**src/rtl/id_ex_stage.sv**
```systemverilog
// id_ex_stage: ID/EX pipeline register with load-use hazard detection,
// branch/jump flush, downstream hold and a saturating load-use bubble counter.
module id_ex_stage #(
  parameter int DATA_W     = 32,
  parameter int REG_ADDR_W = 5,
  parameter int CNT_W      = 16
) (
  input  logic                  clk,
  input  logic                  reset,
  input  logic                  id_valid,
  input  logic                  id_ALUSrc,
  input  logic                  id_MemtoReg,
  input  logic                  id_RegWrite,
  input  logic                  id_MemRead,
  input  logic                  id_MemWrite,
  input  logic                  id_Branch,
  input  logic                  id_Jump,
  input  logic                  id_JumpReg,
  input  logic [1:0]            id_ALUOp,
  input  logic [DATA_W-1:0]     id_pc,
  input  logic [DATA_W-1:0]     id_rd1,
  input  logic [DATA_W-1:0]     id_rd2,
  input  logic [DATA_W-1:0]     id_imm,
  input  logic [REG_ADDR_W-1:0] id_rs1,
  input  logic [REG_ADDR_W-1:0] id_rs2,
  input  logic [REG_ADDR_W-1:0] id_rd,
  input  logic [2:0]            id_funct3,
  input  logic [6:0]            id_funct7,
  input  logic                  flush,
  input  logic                  hold,
  output logic                  ex_valid,
  output logic                  ex_ALUSrc,
  output logic                  ex_MemtoReg,
  output logic                  ex_RegWrite,
  output logic                  ex_MemRead,
  output logic                  ex_MemWrite,
  output logic                  ex_Branch,
  output logic                  ex_Jump,
  output logic                  ex_JumpReg,
  output logic [1:0]            ex_ALUOp,
  output logic [DATA_W-1:0]     ex_pc,
  output logic [DATA_W-1:0]     ex_rd1,
  output logic [DATA_W-1:0]     ex_rd2,
  output logic [DATA_W-1:0]     ex_imm,
  output logic [REG_ADDR_W-1:0] ex_rs1,
  output logic [REG_ADDR_W-1:0] ex_rs2,
  output logic [REG_ADDR_W-1:0] ex_rd,
  output logic [2:0]            ex_funct3,
  output logic [6:0]            ex_funct7,
  output logic                  load_use_stall,
  output logic [CNT_W-1:0]      bubble_cnt
);

  localparam logic [CNT_W-1:0] CNT_MAX = '1;

  // Increment that sticks at all-ones instead of wrapping.
  function automatic logic [CNT_W-1:0] sat_inc(input logic [CNT_W-1:0] v);
    return (v == CNT_MAX) ? v : v + 1'b1;
  endfunction

  // Control bits packed as {ALUSrc, MemtoReg, RegWrite, MemRead,
  // MemWrite, Branch, Jump, JumpReg}.
  logic [7:0]            id_ctrl;
  logic                  valid_p1;
  logic [7:0]            ctrl_p1;
  logic [1:0]            aluop_p1;
  logic [DATA_W-1:0]     pc_p1, rd1_p1, rd2_p1, imm_p1;
  logic [REG_ADDR_W-1:0] rs1_p1, rs2_p1, rd_p1;
  logic [2:0]            funct3_p1;
  logic [6:0]            funct7_p1;
  logic [CNT_W-1:0]      cnt_p1;

  assign id_ctrl = {id_ALUSrc, id_MemtoReg, id_RegWrite, id_MemRead,
                    id_MemWrite, id_Branch, id_Jump, id_JumpReg};

  // Load-use hazard: the load in EX writes a register the ID instruction reads.
  // A flush kills the ID instruction, so no stall is needed then.
  assign load_use_stall = id_valid & valid_p1 & ctrl_p1[4] &
                          (rd_p1 != '0) &
                          ((rd_p1 == id_rs1) | (rd_p1 == id_rs2)) & ~flush;

  // ---- ID -> EX register boundary (p1) ----
  // Priority: reset, hold, flush bubble, load-use bubble, normal capture.
  always_ff @(posedge clk) begin
    if (!reset) begin
      valid_p1  <= 1'b0;
      ctrl_p1   <= '0;
      aluop_p1  <= '0;
      pc_p1     <= '0;
      rd1_p1    <= '0;
      rd2_p1    <= '0;
      imm_p1    <= '0;
      rs1_p1    <= '0;
      rs2_p1    <= '0;
      rd_p1     <= '0;
      funct3_p1 <= '0;
      funct7_p1 <= '0;
      cnt_p1    <= '0;
    end else if (!hold) begin
      if (flush || load_use_stall) begin
        valid_p1  <= 1'b0;
        ctrl_p1   <= '0;
        aluop_p1  <= '0;
        pc_p1     <= '0;
        rd1_p1    <= '0;
        rd2_p1    <= '0;
        imm_p1    <= '0;
        rs1_p1    <= '0;
        rs2_p1    <= '0;
        rd_p1     <= '0;
        funct3_p1 <= '0;
        funct7_p1 <= '0;
        if (load_use_stall) cnt_p1 <= sat_inc(cnt_p1);
      end else begin
        // An empty slot carries data but never any control side effects.
        valid_p1  <= id_valid;
        ctrl_p1   <= id_valid ? id_ctrl : 8'd0;
        aluop_p1  <= id_valid ? id_ALUOp : 2'd0;
        pc_p1     <= id_pc;
        rd1_p1    <= id_rd1;
        rd2_p1    <= id_rd2;
        imm_p1    <= id_imm;
        rs1_p1    <= id_rs1;
        rs2_p1    <= id_rs2;
        rd_p1     <= id_rd;
        funct3_p1 <= id_funct3;
        funct7_p1 <= id_funct7;
      end
    end
  end

  assign ex_valid = valid_p1;
  assign {ex_ALUSrc, ex_MemtoReg, ex_RegWrite, ex_MemRead,
          ex_MemWrite, ex_Branch, ex_Jump, ex_JumpReg} = ctrl_p1;
  assign ex_ALUOp   = aluop_p1;
  assign ex_pc      = pc_p1;
  assign ex_rd1     = rd1_p1;
  assign ex_rd2     = rd2_p1;
  assign ex_imm     = imm_p1;
  assign ex_rs1     = rs1_p1;
  assign ex_rs2     = rs2_p1;
  assign ex_rd      = rd_p1;
  assign ex_funct3  = funct3_p1;
  assign ex_funct7  = funct7_p1;
  assign bubble_cnt = cnt_p1;

endmodule

```
**config.mk**
```make
export PLATFORM = sky130hd
export DESIGN_NAME = id_ex_stage
export DESIGN_NICKNAME = d
export VERILOG_FILES = /design/src/rtl/id_ex_stage.sv
export SDC_FILE = /design/constraint.sdc
export NUM_CORES = 1
export LEC_CHECK = 0
export BUFFER_PORTS_ARGS = -buffer_cell sky130_fd_sc_hd__buf_2
export CORE_MARGIN = 1.5
export CORE_UTILIZATION = 30
export CTS_BUF_LIST = sky130_fd_sc_hd__clkbuf_4
export DETAILED_ROUTE_END_ITERATION = 16
export GPL_ROUTABILITY_DRIVEN = 0
export MAX_ROUTING_LAYER = met4
export SETUP_SLACK_MARGIN = 0.1
export SLEW_MARGIN = 20
export SYNTH_ARGS = -nofsm -noshare
export SYNTH_HDL_FRONTEND = slang
export SYNTH_SLANG_ARGS = --single-unit
```
**constraint.sdc**
```tcl
create_clock -name clk -period 2.58 [get_ports clk]
set_input_delay 0.387 -clock clk [delete_from_list [all_inputs] [get_ports clk]]
set_output_delay 0.387 -clock clk [all_outputs]
set_load 0.01 [all_outputs]
```
==> out/metrics.yaml, run 1 <==
cells_and_area:
  area_delta_synth_final_pct: 65.6
  drive_gt1_frac: 0.416
  final_common_cell: "buf_2"
  fin_util: 0.506
  layout_common_cells: "buf_2, dfxtp_1, a22o_1, dlygate4sd3_1, clkbuf_4"
  fin_nets: 1153
  multiInputGateArea_sq_um: 2170
  num-fill-cells: 1714
  design_area_sq_um: 9850
  seqCellArea_sq_um: 3610
global_routing:
  grtUsageTotal: 0.180
  grt_start_max_net_pins: 62
  grt.overflow.total: 0
  antenna_found_initial: 0
  grt_pass1_wl_um: 28000
  first_global_vias: 5420
logic_synthesis:
  syn_area_sq_um: 5950
  synth_edf_count: 0
  yosysWarnings: 0
  syn_nets: 662
  synth_ff_type: "dfxtp_1"
  synthCells: 493
  syn_area_per_cell_sq_um: 12.1
  yosysUniqueCellTypes: 32
  ys_ff_latch: 180
  ys_seq_area_frac: 0.606
  synth-async-reset-ratio: 0
detailed_routing:
  wl_per_cell_um: 15.9
  firstDrtPassIters: 7
  avgViaCountPerCell: 4.67
  drt-total-wl_um: 20100
  ant_nets: 0
  vias: 5903
  drt_iter0_drc: 258
  route.detailed.drc: 0
sta:
  min_period_over_period: 0.954
  fin_crit_ps: 2460
  rsz0062_at_grt: "yes"
  hold_ws_ps: 74.5
  tightestPinTransition_ps: 563
  setup_tns_ps: 0
  fin_skew_ps: 33.5
  setup_viol: 0
  slew_headroom: 0.624
  slew_violations: 0
  hold_viol_final: 0
  fmax_mhz: 406
clock_tree:
  clk_path_buf_depth: 2
  cts_made_buffers: 17
  root_buffer: "clkbuf_4"
  clkTransAtPathRegs_ps: 150
  cts_tree: "yes"
  clock_latency_ps: 550
  clock_sinks: 180
  htree_levels: 4
critical_path:
  reg2reg_slack_ps: 360
  startpoint: "id_rs1[4]"
  crit_chain: "dlygate4sd3_1, buf_2, xor2_1, nor3_2, a22oi_2, buf_6, nor4_4, buf_2"
  path_common_cell: "buf_2"
  ff2ff_path_depth: 8
  worstPathMaxFanout: 2
  crit_arrival_ps: 2070
  r2r-end: "ex_ALUOp[0]"
  required_ps: 2190
  slowest_delay_ps: 550
  end_kind: "output port"
  crit_slowest_cell: "dlygate4sd3_1"
  reg2reg_from: "ex_rd[1]"
  crit_end: "load_use_stall"
  critPathKind: "input pin to output port"
  cp-start-kind: "input pin"
die:
  die_area_sq_um: 20700
  io_pins: 349
  start_util: 0.306
  dieHeight_um: 144
  dieWidth_um: 144
  rows: 51
  fp.coreArea_sq_um: 19500
power:
  p_clk_frac: 0.306
  p_int_mw: 3.83
  power_frac_seq: 0.557
  total_power_mw: 5.27
  leakage_nw: 4.72
  peakVddDrop_mv: 0.375
  p_sw_mw: 1.43
  power_frac_comb: 0.137
  sw_frac_of_total: 0.272
  power.density_nw_per_um2: 535
placement:
  port_buffers: 348
  placed_cell_area_sq_um: 8020
  dp_hpwl_um: 12800
worst_hold_path:
  hold_class: "input pin to flip-flop"
flow_run:
  cap_violations: 0
run_status:
  status: "completed"
[critical path, delay by kind of cell]
kind / cells / cell delay [ps]
simple gates: 2 / 400
buf+inv: 4 / 1010
xor+xnor: 1 / 150
compound gates: 1 / 130
[area by class of cell]
type                       instances  share of cell area
clock buffer                      18              0.0137
timing repair buffer             514               0.348
sequential                       180               0.367
multi-input combinational        268               0.220
antenna                            1            0.000254
inverter                           3             0.00114
clock inverter                    14              0.0159
tap                              265              0.0337
[flip-flops by register name (all words and copies together) (netlist names)]
| register | count |
|---|---|
| ex_imm | 32 |
| ex_pc | 32 |
| ex_rd1 | 32 |
| ex_rd2 | 32 |
| bubble_cnt | 16 |
| ctrl_p1 | 8 |
| ex_funct7 | 7 |
| ex_rd | 5 |
| ex_rs1 | 5 |
| ex_rs2 | 5 |
| ex_funct3 | 3 |
| ex_ALUOp | 2 |
| ex_valid | 1 |
[per-layer routing]
metal,track usage,share of wire,vias to the layer above
li1,-,-,2885
met1,0.204,0.42,2701
met2,0.305,0.49,290
met3,0.0546,0.075,27
met4,0.0580,0.017,0
met5,-,0,-
[worst min path at each step]
stage	startpoint	end	slack, ps	depth (start not counted)
after floorplan	bubble_cnt[7]	bubble_cnt[7]	500	2
after global routing	id_rd1[31]	ex_rd1[31]	-3	2
final	id_rd1[31]	ex_rd1[31]	70	2
after CTS	id_rd2[31]	ex_rd2[31]	0.6	2
after detailed placement	ctrl_p1[3]	ctrl_p1[3]	450	1
after global placement	ctrl_p1[2]	ctrl_p1[2]	440	1
[power by group through the flow]
stage	registers [mW]	logic, mW	clock network (mW)
2_1_floorplan	3.04	0.187	0
3_3_place_gp	2.99	0.527	0
3_5_place_dp	2.99	0.530	0
4_1_cts	2.93	0.676	1.68
5_1_grt	2.95	0.780	1.80
6_report	2.93	0.724	1.61
[per-stage QoR]
step                std cells  worst slack, ps
floorplan                 493              552
global placement         1081              351
detailed placement       1081              376
CTS                      1230              101
global route             1262             27.1
finish                   1263              119
[kinds of logic after synthesis]
| logic type | count (synthesis) | share of synthesized area |
|---|---|---|
| AOI/OAI and AO/OA | 183 | 0.266 |
| xor gates and xnor gates | 10 | 0.0147 |
| adders and majority gates | 1 | 0.00210 |
| buffers and inverters | 45 | 0.0381 |
| DFF | 180 | 0.606 |
| muxes | 8 | 0.0135 |
| and+or+nand+nor | 66 | 0.0595 |
[synth_stat cells, types with 6 or more instances]
cell type | instances | area share
nand2_1 | 15 | 0.0095
nand3_1 | 8 | 0.0067
nor3_1 | 6 | 0.0050
buf_4 | 10 | 0.013
or4_1 | 8 | 0.010
o31ai_1 | 6 | 0.0076
a32o_1 | 10 | 0.017
xor2_1 | 10 | 0.015
a22o_1 | 154 | 0.23
mux2i_1 | 8 | 0.013
buf_2 | 10 | 0.0084
nor2_1 | 8 | 0.0050
a21oi_1 | 7 | 0.0059
clkbuf_1 | 21 | 0.013
nand2b_1 | 7 | 0.0074
nand4_1 | 6 | 0.0063
dfxtp_1 | 180 | 0.61
[repair_timing]
| action | in CTS | in global routing |
|---|---|---|
| hold buffers | 112 | 31 |
| setup endpoints to repair | 1 | 1 |
| cloned | 1 | 0 |
| gates resized for setup | 11 | 3 |
| endpoints found under the hold margin | 112 | 31 |
| pin swaps | 4 | 4 |
| buffers inserted | 4 | 1 |
Note: power is estimated with default switching activity, not from simulation.
==> run 2, diff against run 1 <==
==> constraint.sdc (replaced) <==
create_clock -name clk -period 2.2 [get_ports clk]
set_input_delay 0.33 -clock clk [delete_from_list [all_inputs] [get_ports clk]]
set_output_delay 0.33 -clock clk [all_outputs]
set_load 0.01 [all_outputs]
==> run 2 against run 1 <==
The flow now finishes with violations (setup timing). Critical path depth down 2. Setup slack got worse by 200 ps. Register-to-register slack got worse by 270 ps. Hold slack improved by 51 ps. Sequential power grew 17%. Die area did not move. Non-clock buffer count grew 28. Clock power rose by 14%. Global-route usage up 1.0 points. Utilization grew 2.1 points. Count of clock-buffer cells in the layout down 1. Sequential cell count did not move.
==> out/metrics.yaml, run 2 (same netlist as run 1, synthesis figures left out) <==
global_routing:
  antenna_found_initial: 2  # was 0
  grtUsageTotal: 0.190  # was 0.180
  grt_pass1_wl_um: 29900  # was 28000 um
  first_global_vias: 5932  # was 5420
  grt.overflow.total: 0  # unchanged
  grt_start_max_net_pins: 68  # was 62
critical_path:
  ff2ff_path_depth: 7  # was 8
  required_ps: 1870  # was 2190 ps
  cp-start-kind: "flip-flop"  # was input pin
  critPathKind: "flip-flop to output port"  # was input pin to output port
  startpoint: "ex_rd[4]"  # was id_rs1[4]
  worstPathMaxFanout: 3  # was 2
  reg2reg_slack_ps: 90  # was 360 ps
  r2r-end: "ex_pc[21]"  # was ex_ALUOp[0]
  reg2reg_from: "ex_rd[4]"  # was ex_rd[1]
  end_kind: "output port"  # unchanged
  crit_end: "load_use_stall"  # unchanged
  crit_arrival_ps: 1950  # was 2070 ps
placement:
  dp_hpwl_um: 12700  # was 12800 um
  pre_cts_slack_ps: 149  # was 376 ps
  dp.cells: 1081  # unchanged
  port_buffers: 348  # unchanged
clock_tree:
  htree_levels: 4  # unchanged
  clk_path_buf_depth: 2  # unchanged
  clock_latency_ps: 580  # was 550 ps
  root_buffer: "clkbuf_4"  # unchanged
  clock_sinks: 180  # unchanged
  cts_tree: "yes"  # unchanged
  cts_made_buffers: 17  # unchanged
  clkTransAtPathRegs_ps: 180  # was 150 ps
die:
  dieWidth_um: 144  # unchanged
  dieHeight_um: 144  # unchanged
  die_area_sq_um: 20700  # unchanged
  start_util: 0.306  # unchanged
  fp.coreArea_sq_um: 19500  # unchanged
  io_pins: 349  # unchanged
  rows: 51  # unchanged
detailed_routing:
  drt-met1-wl_um: 9360  # was 8350 um
  vias: 6200  # was 5903
  drt_iter0_drc: 313  # was 258
  dr_wl_met3_um: 1570  # was 1520 um
  wl_per_cell_um: 16.8  # was 15.9 um
  top_layer_used: "met4"  # unchanged
  dr_wl_met2_um: 10200  # was 9890 um
  drt-total-wl_um: 21700  # was 20100 um
  route.detailed.drc: 0  # unchanged
  ant_nets: 0  # unchanged
  avgViaCountPerCell: 4.80  # was 4.67
  firstDrtPassIters: 7  # unchanged
run_status:
  status: "complete, but fails checks"  # was completed
  violations: "setup timing"
power:
  power_frac_comb: 0.149  # was 0.137
  peakVddDrop_mv: 0.272  # was 0.375 mV
  sw_frac_of_total: 0.286  # was 0.272
  power.density_nw_per_um2: 605  # was 535 nW/um^2
  power_frac_seq: 0.554  # was 0.557
  p_sw_mw: 1.78  # was 1.43 mW
  p_int_mw: 4.43  # was 3.83 mW
  p_clk_frac: 0.297  # was 0.306
  leakage_nw: 4.88  # was 4.72 nW
sta:
  finalWorstSetupSlack_ps: -79.6  # was 119 ps
  fin_crit_ps: 2280
  tightestPinTransition_ps: 447  # was 563 ps
  setup_viol: 1  # was 0
  rsz0062_at_grt: "yes"  # unchanged
  hold_viol_final: 0  # unchanged
  fmax_mhz: 439
  slew_violations: 0  # unchanged
  fin_skew_ps: 33.9  # was 33.5 ps
  min_period_over_period: 1.04
  slew_headroom: 0.701  # was 0.624
worst_hold_path:
  hold_class: "input pin to flip-flop"  # unchanged
cells_and_area:
  fin_nets: 1182  # was 1153
  fin_cells: 1293  # was 1263
  layout_common_cells: "buf_2, dfxtp_1, dlygate4sd3_1, a22o_1, clkbuf_4"  # was buf_2, dfxtp_1, a22o_1, dlygate4sd3_1, clkbuf_4
  area_delta_synth_final_pct: 72.4  # was 65.6%
  final_common_cell: "buf_2"  # unchanged
  drive_gt1_frac: 0.416  # about the same
  fin_util: 0.527  # was 0.506
flow_run:
  cap_violations: 0  # unchanged
run 2: changes by cell type in the layout (fill, tap and decap cells not counted), moves of 2 or more:
cell,change
buf_16,+2
buf_6,+4
clkinv_4,-2
dlygate4sd3_1,+21
clkinvlp_4,+2
buf_4,-3
clkinv_8,+3
buf_12,-2
clkbuf_16,+5
run 2: worst max-delay path: stages (launching register included):
cell	delay, ps
dfxtp_4	400
xor2_2	150
nor3_2	190
a22oi_2	120
buf_6	140
nor4_4	200
buf_2	170
run 2: cell type report:
| type | instances | area, sq um |
|---|---|---|
| Fill cell | 1659 | 9210 |
| Tap cell | 265 | 332 |
| Timing Repair Buffer | 542 | 3810 |
| Sequential cell | 180 | 3620 |
| Clock buffer | 17 | 128 |
| Inverter | 3 | 11.3 |
| Multi-Input combinational cell | 269 | 2190 |
| Clock inverter | 15 | 164 |
| Antenna cell | 2 | 5.00 |
run 2: routing by layer:
metal / vias to the layer above / GRT usage
met5: - / -
met4: 0 / 0.0779
met3: 38 / 0.0523
met2: 302 / 0.314
met1: 2917 / 0.218
li1: 2943 / -
run 2: worst min-delay path by stage:
stage	start	end	slack, ps	cells past startpoint
floorplan	id_pc[1]	ex_pc[1]	460	1
global placement	ctrl_p1[1]	ctrl_p1[1]	440	1
detailed placement	ex_pc[24]	ex_pc[24]	450	1
CTS	reset	bubble_cnt[10]	50	3
global route	reset	bubble_cnt[9]	70	3
finish	reset	bubble_cnt[10]	130	3
run 2: power by group through the flow:
stage / registers [mW] / clock network (mW) / logic [mW]
3_5_place_dp: 3.50 / 0 / 0.613
2_1_floorplan: 3.56 / 0 / 0.219
3_3_place_gp: 3.51 / 0 / 0.609
4_1_cts: 3.44 / 1.91 / 0.866
6_report: 3.44 / 1.84 / 0.924
5_1_grt: 3.46 / 2.07 / 0.990
run 2: timing repair:
item                       4_1_cts  5_1_grt
pin swaps                        7       86
hold buffers                   163        0
hold endpoints to repair       163        0
gates resized for setup         17       11
gates cloned                     1        7
buffers inserted                 4        3
setup endpoints to repair        1      159
run 2: metrics by stage:
stage / TNS (ps) / hold WS (ps) / instance area (sq um) / power, mW
2_1_floorplan: 0 / 463 / 5950 / 3.78
3_3_place_gp: 0 / 444 / 8010 / 4.12
3_5_place_dp: 0 / 449 / 8010 / 4.12
4_1_cts: -133 / 47.4 / 10000 / 6.21
5_1_grt: -189 / 72.6 / 10300 / 6.51
6_report: -79.6 / 125 / 10300 / 6.21
==> run 3, diff against run 2 <==
--- a/config.mk
+++ b/config.mk
@@ -6,6 +6,7 @@
 export NUM_CORES = 1
 export LEC_CHECK = 0
 export BUFFER_PORTS_ARGS = -buffer_cell sky130_fd_sc_hd__buf_2
+export CORE_ASPECT_RATIO = 1.75
 export CORE_MARGIN = 1.5
 export CORE_UTILIZATION = 30
 export CTS_BUF_LIST = sky130_fd_sc_hd__clkbuf_4
@@ -17,3 +18,4 @@
 export SYNTH_ARGS = -nofsm -noshare
 export SYNTH_HDL_FRONTEND = slang
 export SYNTH_SLANG_ARGS = --single-unit
+export TNS_END_PERCENT = 100
==> run 3 against run 2 <==
Largest power group unchanged. Utilization is 1.0 points lower. Critical path type unchanged. Via count is 0.44% lower. Critical path depth stayed put. First-iteration DRC count is 18% lower. Power is 0.29% lower. Combinational power is 2.5% lower. The flow still finishes with violations (setup timing). Critical endpoint unchanged. Setup slack worse by 80 ps. Highest routed layer unchanged.
==> out/metrics.yaml, run 3 (same netlist as run 1, synthesis figures left out) <==
die:
  die_area_sq_um: 20700  # about the same
  dieWidth_um: 109  # was 144 um
  io_pins: 349  # unchanged
  fp.coreArea_sq_um: 19600  # was 19500 sq um
  dieHeight_um: 189  # was 144 um
  rows: 68  # was 51
  start_util: 0.304  # was 0.306
global_routing:
  grtUsageTotal: 0.198  # was 0.190
  first_global_vias: 6137  # was 5932
  antenna_found_initial: 1  # was 2
  grt_pass1_wl_um: 30600  # was 29900 um
  grt_start_max_net_pins: 96  # was 68
  grt.overflow.total: 0  # unchanged
critical_path:
  cp-start-kind: "flip-flop"  # unchanged
  required_ps: 1870  # about the same
  crit_chain: "xor2_2, nor3_2, a22oi_2, buf_12, nor4_2, buf_2"  # was xor2_2, nor3_2, a22oi_2, buf_6, nor4_4, buf_2
  crit_arrival_ps: 2030  # was 1950 ps
  worstPathMaxFanout: 5  # was 3
  ff2ff_path_depth: 8  # was 7
  crit_slowest_cell: "dfxtp_4"  # unchanged
  reg2reg_slack_ps: -40  # was 90 ps
  end_kind: "output port"  # unchanged
  critPathKind: "flip-flop to output port"  # unchanged
  slowest_delay_ps: 390  # was 400 ps
placement:
  port_buffers: 348  # unchanged
  pre_cts_slack_ps: 162  # was 149 ps
  dp.cells: 1054  # was 1081
  dp_hpwl_um: 13000  # was 12700 um
clock_tree:
  clock_latency_ps: 600  # was 580 ps
  clkTransAtPathRegs_ps: 150  # was 180 ps
  cts_made_buffers: 17  # unchanged
  root_buffer: "clkbuf_4"  # unchanged
  clk_path_buf_depth: 2  # unchanged
  clock_sinks: 180  # unchanged
  htree_levels: 4  # unchanged
  cts_tree: "yes"  # unchanged
worst_hold_path:
  hold-path-cell-count: 4  # was 3
  hold_class: "input pin to flip-flop"  # unchanged
detailed_routing:
  drt_iter0_drc: 256  # was 313
  firstDrtPassIters: 6  # was 7
  route.detailed.drc: 0  # unchanged
  vias: 6173  # was 6200
  ant_nets: 0  # unchanged
  avgViaCountPerCell: 4.90  # was 4.80
  drt-total-wl_um: 21800  # was 21700 um
  wl_per_cell_um: 17.3  # was 16.8 um
sta:
  min_period_over_period: 1.07  # was 1.04
  slew_violations: 0  # unchanged
  setup_viol: 85  # was 1
  rsz0062_at_grt: "yes"  # unchanged
  finalWorstSetupSlack_ps: -160  # was -79.6 ps
  slew_headroom: 0.709  # was 0.701
  fin_skew_ps: 21.6  # was 33.9 ps
  hold_viol_final: 0  # unchanged
  fin_crit_ps: 2360  # was 2280 ps
  fmax_mhz: 424  # was 439 MHz
  tightestPinTransition_ps: 437  # was 447 ps
cells_and_area:
  area_delta_synth_final_pct: 70.0  # was 72.4%
  seqCellArea_sq_um: 3610  # was 3620 sq um
  fin_nets: 1171  # was 1182
  final_common_cell: "buf_2"  # unchanged
  multiInputGateArea_sq_um: 2160  # was 2190 sq um
  num-fill-cells: 1724  # was 1659
  layout_common_cells: "buf_2, dfxtp_1, dlygate4sd3_1, a22o_1, clkbuf_4"  # unchanged
  fin_cells: 1261  # was 1293
  drive_gt1_frac: 0.409  # was 0.416
run_status:
  status: "complete, but fails checks"  # unchanged
  violations: "setup timing"  # unchanged
flow_run:
  cap_violations: 0  # unchanged
power:
  power.density_nw_per_um2: 612  # was 605 nW/um^2
  leakage_nw: 4.82  # was 4.88 nW
  total_power_mw: 6.19  # was 6.21 mW
  peakVddDrop_mv: 0.492  # was 0.272 mV
[run 3: changes by cell type in the layout (fill, tap and decap cells not counted), moves of 2 or more]
| cell | change |
|---|---|
| clkinv_2 | +4 |
| clkinvlp_4 | +2 |
| buf_4 | -5 |
| bufinv_16 | +2 |
| dfxtp_4 | -2 |
| inv_8 | -4 |
| buf_6 | -4 |
| dfxtp_2 | +3 |
| clkinv_8 | -4 |
[run 3: timing repair]
item / 4_1_cts / 5_1_grt
cloned: 1 / 7
buffers inserted: 2 / 1
gates resized for setup: 9 / 6
hold buffers: 163 / 0
setup endpoints to repair: 1 / 171
pin swaps: 12 / 14
endpoints found under the hold margin: 163 / 0
[run 3: cell type report]
class / count / area share
antenna: 1 / 0.000247
inverter: 3 / 0.00111
clock inverter: 14 / 0.0134
clock buffer: 18 / 0.0134
tap: 245 / 0.0303
multi-input combinational: 268 / 0.214
timing repair buffer: 532 / 0.371
sequential: 180 / 0.357
[run 3: worst paths after layout]
check,start,to
worst max-delay path,ex_rd[0],load_use_stall
worst min-delay path,hold,bubble_cnt[9]
worst max register to register,ex_rd[0],ex_rs1[4]
worst min register to register,ex_rd2[5],ex_rd2[5]
[run 3: through the flow]
step | hold WS (ps) | setup TNS, ps | utilization | instance area, sq um
after global routing | 131 | -11300 | 0.517 | 10100
after global placement | 444 | 0 | 0.405 | 7930
after CTS | 103 | -200 | 0.507 | 9920
after floorplan | 463 | 0 | - | 5950
after detailed placement | 449 | 0 | 0.405 | 7930
final | 169 | -2590 | 0.517 | 10100
[run 3: power by group]
group          internal (mW)  switching, mW  total, mW  leakage [nW]
clock network          0.676           1.17       1.84         0.140
registers               3.38         0.0697       3.45          1.47
logic                  0.524          0.377      0.901          3.21
total                   4.58           1.61       6.19          4.82
[run 3: layer usage]
metal / global-route usage / share of wire / vias up
met3: 0.0482 / 0.060 / 50
met2: 0.349 / 0.53 / 294
met4: 0.0959 / 0.036 / 0
met1: 0.202 / 0.38 / 2908
met5: - / 0 / -
li1: - / - / 2921
[run 3: worst max-delay path, delay by kind of cell (launching register included)]
family	cells	cell delay [ps]
flops	1	390
buf+inv	2	310
xor+xnor	1	150
simple gates	2	450
compound gates	1	130
